===== config.mk =====
export PLATFORM = sky130hd
export DESIGN_NAME = elevator_scheduler
export DESIGN_NICKNAME = d
export VERILOG_FILES = /design/src/rtl/elevator_pkg.sv /design/src/rtl/dwell_timer.sv /design/src/rtl/elevator_scheduler.sv
export SDC_FILE = /design/constraint.sdc
export NUM_CORES = 1
export LEC_CHECK = 0
export BUFFER_PORTS_ARGS = -buffer_cell sky130_fd_sc_hd__buf_4
export CAP_MARGIN = 30
export CORE_MARGIN = 4
export CORE_UTILIZATION = 55
export DETAILED_ROUTE_END_ITERATION = 10
export GPL_TIMING_DRIVEN = 0
export PLACE_DENSITY = 0.76
export SYNTH_ARGS = -nofsm -noshare
export SYNTH_HDL_FRONTEND = slang
export SYNTH_SLANG_ARGS = --single-unit

===== constraint.sdc =====
create_clock -name clk -period 6.5 [get_ports clk]
set_input_delay 1.3 -clock clk [delete_from_list [all_inputs] [get_ports clk]]
set_output_delay 1.3 -clock clk [all_outputs]
set_load 0.05 [all_outputs]

===== src/rtl/elevator_pkg.sv =====
// Shared elevator types: FSM state encoding, default timing, floor index width helper.
package elevator_pkg;

  typedef enum logic [1:0] {
    ST_IDLE = 2'd0,
    ST_MOVE = 2'd1,
    ST_DOOR = 2'd2
  } state_t;

  localparam int DEF_W           = 4;
  localparam int DEF_MOVE_CYCLES = 4;
  localparam int DEF_DOOR_CYCLES = 6;

  // Width of a floor index; never below one bit so a single-floor build still has a port.
  function automatic int floor_w(input int n);
    return (n > 1) ? $clog2(n) : 1;
  endfunction

  typedef logic [floor_w(DEF_W)-1:0] floor_t;

endpackage


===== src/rtl/dwell_timer.sv =====
// Shared travel/door timer: counts 0..limit_i while enabled, wraps to 0 after terminal count.
module dwell_timer #(
  parameter int CW = 3
) (
  input  logic          clk,
  input  logic          rst,
  input  logic          clr_i,
  input  logic          en_i,
  input  logic [CW-1:0] limit_i,
  output logic          tc_o
);

  logic [CW-1:0] cnt_q;

  assign tc_o = (cnt_q == limit_i);

  always_ff @(posedge clk) begin
    if (rst || clr_i) cnt_q <= '0;
    else if (en_i)    cnt_q <= tc_o ? '0 : cnt_q + CW'(1);
  end

endmodule


===== src/rtl/elevator_scheduler.sv =====
// SCAN elevator scheduler: request latch, IDLE/MOVE/DOOR sequencer, floor stepping.
// Optional ELEVATOR_DOOR_REOPEN_EN: a current-floor press during DOOR restarts the dwell.
module elevator_scheduler
  import elevator_pkg::*;
#(
  parameter int W           = DEF_W,
  parameter int MOVE_CYCLES = DEF_MOVE_CYCLES,
  parameter int DOOR_CYCLES = DEF_DOOR_CYCLES
) (
  input  logic                  clk,
  input  logic                  rst,
  input  logic [W-1:0]          key_press,
  output logic [floor_w(W)-1:0] cur_floor,
  output logic                  dir_up,
  output logic                  moving,
  output logic                  door_open,
  output logic [W-1:0]          pending
);

  localparam int FW   = floor_w(W);
  localparam int TMAX = (MOVE_CYCLES > DOOR_CYCLES) ? MOVE_CYCLES : DOOR_CYCLES;
  localparam int CW   = (TMAX > 1) ? $clog2(TMAX) : 1;

  state_t        state_q, state_d;
  logic [FW-1:0] floor_q, floor_d, nxt_floor;
  logic          dir_q, dir_d;
  logic [W-1:0]  pend_q, pend_d, srv_clr, key_eff;
  logic          moving_q, door_q;
  logic          above, below, ahead, opposite, beyond_nxt;
  logic          door_hit, tmr_clr, tmr_tc;
  logic [CW-1:0] tmr_lim;

  assign nxt_floor = dir_q ? floor_q + FW'(1) : floor_q - FW'(1);
  assign ahead     = dir_q ? above : below;
  assign opposite  = dir_q ? below : above;
  assign door_hit  = (state_q == ST_DOOR) && key_press[floor_q];
  assign tmr_lim   = (state_q == ST_MOVE) ? CW'(MOVE_CYCLES - 1) : CW'(DOOR_CYCLES - 1);

  always_comb begin
    above      = 1'b0;
    below      = 1'b0;
    beyond_nxt = 1'b0;
    for (int i = 0; i < W; i++) begin
      if (i > int'(floor_q)) above = above | pend_q[i];
      if (i < int'(floor_q)) below = below | pend_q[i];
      // Requests past the floor being entered, in the travel direction.
      if (dir_q  && i > int'(nxt_floor)) beyond_nxt = beyond_nxt | pend_q[i];
      if (!dir_q && i < int'(nxt_floor)) beyond_nxt = beyond_nxt | pend_q[i];
    end
  end

  always_comb begin
    state_d = state_q;
    floor_d = floor_q;
    dir_d   = dir_q;
    srv_clr = '0;
    tmr_clr = 1'b0;
    case (state_q)
      ST_IDLE: begin
        tmr_clr = 1'b1;
        if (pend_q[floor_q]) begin
          state_d          = ST_DOOR;
          srv_clr[floor_q] = 1'b1;
        end else if (ahead) begin
          state_d = ST_MOVE;
        end else if (opposite) begin
          state_d = ST_MOVE;
          dir_d   = ~dir_q;
        end
      end
      ST_MOVE: begin
        if (tmr_tc) begin
          floor_d = nxt_floor;
          if (pend_q[nxt_floor]) begin
            state_d            = ST_DOOR;
            srv_clr[nxt_floor] = 1'b1;
          end else if (!beyond_nxt) begin
            state_d = ST_IDLE;
          end
        end
      end
      ST_DOOR: begin
`ifdef ELEVATOR_DOOR_REOPEN_EN
        if (door_hit)    tmr_clr = 1'b1;
        else if (tmr_tc) state_d = ST_IDLE;
`else
        if (tmr_tc) state_d = ST_IDLE;
`endif
      end
      default: state_d = ST_IDLE;
    endcase
  end

  // A press of the floor whose door is open is never latched.
  always_comb begin
    key_eff = key_press;
    if (door_hit) key_eff[floor_q] = 1'b0;
    pend_d = (pend_q | key_eff) & ~srv_clr;
  end

  dwell_timer #(.CW(CW)) u_timer (
    .clk     (clk),
    .rst     (rst),
    .clr_i   (tmr_clr),
    .en_i    (state_q != ST_IDLE),
    .limit_i (tmr_lim),
    .tc_o    (tmr_tc)
  );

  always_ff @(posedge clk) begin
    if (rst) begin
      state_q  <= ST_IDLE;
      floor_q  <= '0;
      dir_q    <= 1'b1;
      pend_q   <= '0;
      moving_q <= 1'b0;
      door_q   <= 1'b0;
    end else begin
      state_q  <= state_d;
      floor_q  <= floor_d;
      dir_q    <= dir_d;
      pend_q   <= pend_d;
      moving_q <= (state_d == ST_MOVE);
      door_q   <= (state_d == ST_DOOR);
    end
  end

  assign cur_floor = floor_q;
  assign dir_up    = dir_q;
  assign moving    = moving_q;
  assign door_open = door_q;
  assign pending   = pend_q;

endmodule


==> qor.yml <==
p_int_uw: 151.3
clk_path_buf_depth: 2
path_max_fanout: 10
synth_seq_cells: 14
insertion_delay_ns: 0.30
switching_share_pct: 35.21
dp.cells: 133
syn_area_um2: 893.4
dieArea_um2: 2333
start_kind: "register"
hold_violations: 0
root_buffer: "clkbuf_4"
finalSetupViolations: 0
yosys.cell_types.count: 33
fin_tns_setup_ns: 0
crit_buf_inv: 1
rows: 14
rsz0062_at_grt: "false"
routed_wirelength_um: 2067
drcViolationCount: 0
syn_nets: 116
post-dp-hpwl_um: 1546
yosys_warnings: 0
post_cts_resized: 0
comb_power_share_pct: 26.8
syn_inst: 103
htreeDepth: 1
power.density_nw_per_um2: 221.4
crit_start: "cur_floor[1]"
fp.dieW_um: 48.30
holdWs_ns: 0.5301
fin_skew_ns: 0.01189
max_cap_viol_count: 0
power_frac_seq_pct: 44.2
hp-class: "register to register"
gp_congestion: 0.8852
cts_tree: "yes"
leakagePower_nw: 0.4185
tightest_slew_ns: 0.4607
overflow: 0
grt_start_max_net_pins: 11
max_freq_ghz: 0.4095
nNetsFinal: 135
min-delay-start: "u_timer.cnt_q[0]"
synth.top_cell.area_share_pct: 31.37
synth_area_leaders: "dfxtp_1 (31%), ha_1 (9.8%), o21ai_0 (6.2%)"
status: "finished clean"
required_ns: 5.20
hold_buffers: 0
path_clk_slew_ns: 0.10
cp.arrival_ns: 1.14
min_period_over_period_pct: 37.57
start_util_pct: 58.62
post-route-min-period_ns: 2.442
cp.depth: 1
maxSlewViolCount: 0
cts.sinks: 14
vias: 833
wl_per_cell_um: 15.09
antenna_found_initial: 0
portBuffers: 14
max_slew_margin_pct: 69.29
endpoint_kind: "primary output"
fin_cells: 137
holdPathStages: 1
first_global_vias: 754
cts_setup_buffers: 0
ys_seq_area_share_pct: 31.37
rr_startpoint: "cur_floor[0]"
rr_worst_depth: 8
drt_first_pass_iters: 6
areaGrowthSynthToFinish_pct: 18.07
final_layout_size_suffix_gt1_share_pct: 20.66
p_clk_share_pct: 29.0
cts_made_buffers: 3
ioPinCount: 15
yosysTopAreaCell: "dfxtp_1"
n_antenna_cell: 0
via_per_inst: 6.080
critical_path_class: "register to primary output"
slowest_stage: "dfxtp_1"
drtIter0Drc: 43
crit_family: "flip-flops"
cp_cell_sequence: "buf_4"
grt_pass1_wl_um: 3581
p_sw_uw: 82.25
track_usage_pct: 19.22
core_area_um2: 1524
peakVddDrop_mv: 0.1674
die_y_um: 48.30
syn_area_per_cell_um2: 8.673
cpPeakStageDelay_ns: 0.57
final_antenna_net_count: 0
sequential cells by signal (all words and copies together), names as in the netlist:
name           cells
dir_up             1
state_q            2
pending            4
door_open          1
moving             1
u_timer.cnt_q      3
cur_floor          2
layout by cell type, fill, tap and decap left out, drive strengths merged, types with 4 or more instances in the layout:
cell    Yosys  routed
buf         3      17
dfxtp      14      14
o21ai      11      11
nor2       10      10
nand2       7       7
a21oi       7       7
ha          7       7
inv         6       6
clkbuf      2       6
nand2b      4       4
cells by family after synthesis:
kind of cell / Yosys count / synth area share (%)
compound gates: 32 / 23.39
xor+xnor: 4 / 3.922
fa+ha+maj: 7 / 9.803
buf+inv: 11 / 5.742
flops: 14 / 31.37
mux: 3 / 7.983
simple gates: 32 / 17.79
worst reg2reg max path, stage by stage (launching register included):
cell	delay (ns)
dfxtp_1	0.46
buf_2	0.28
inv_1	0.11
ha_1	0.39
xnor2_1	0.36
mux4_1	0.37
nor2_1	0.12
o31ai_1	0.10
a31oi_1	0.17
layout make-up:
| class | count | area, µm² |
|---|---|---|
| Inverter | 6 | 22.52 |
| Timing Repair Buffer | 14 | 105.1 |
| Fill cell | 133 | 469.2 |
| Tap cell | 16 | 20.02 |
| Sequential cell | 14 | 280.3 |
| Buffer | 5 | 28.78 |
| Clock buffer | 4 | 36.28 |
| Multi-Input combinational cell | 78 | 561.8 |
metal layers:
| layer | global-route usage, % | vias up | share of wire, % |
|---|---|---|---|
| met5 | 0 | - | 0 |
| met4 | 9.677 | 0 | 2.5 |
| met3 | 4.294 | 7 | 4.0 |
| met2 | 27.17 | 19 | 45 |
| met1 | 27.00 | 398 | 48 |
| li1 | - | 409 | - |
stage by stage:
| stage | utilization, % | setup WS, ns | instance area (µm²) | total power, mW |
|---|---|---|---|---|
| 3_3_place_gp | 66.83 | 4.025 | 1018 | 0.1661 |
| 2_1_floorplan | - | 4.064 | 893.4 | 0.1487 |
| 5_1_grt | 69.21 | 3.894 | 1055 | 0.2445 |
| 3_5_place_dp | 66.83 | 4.028 | 1018 | 0.1672 |
| 6_report | 69.21 | 4.058 | 1055 | 0.2336 |
| 4_1_cts | 69.21 | 4.056 | 1055 | 0.2325 |
power groups by stage:
stage | clock network, mW | registers (mW) | logic [mW]
final | 0.0678 | 0.103 | 0.0626
after global routing | 0.0708 | 0.105 | 0.0690
after CTS | 0.0671 | 0.103 | 0.0625
after detailed placement | 0 | 0.105 | 0.0624
after global placement | 0 | 0.105 | 0.0616
after floorplan | 0 | 0.118 | 0.0308
cell usage after synthesis (all sizes together):
library cell,instances
xor2,1
a211oi,3
nand3,1
nor3,3
nand4,2
a31oi,2
inv,6
a221o,1
or2,1
nor2,10
nand2b,4
nand4b,1
dfxtp,14
ha,7
o41ai,1
o22ai,1
o21ai,11
o31ai,1
a311o,1
o221ai,1
xnor2,3
a21boi,1
o21bai,1
a211o,1
mux4,3
a21oi,7
nor3b,1
buf,3
nand2,7
nand3b,2
clkbuf,2
path summary, 6_finish.rpt:
| kind | end | slack (ns) |
|---|---|---|
| worst min-delay path | u_timer.cnt_q[0] | 0.53 |
| worst max register to register | moving | 4.07 |
| worst max-delay path | cur_floor[1] | 4.06 |
| worst min register to register | u_timer.cnt_q[0] | 0.53 |
(Power assumes the default switching activity.)
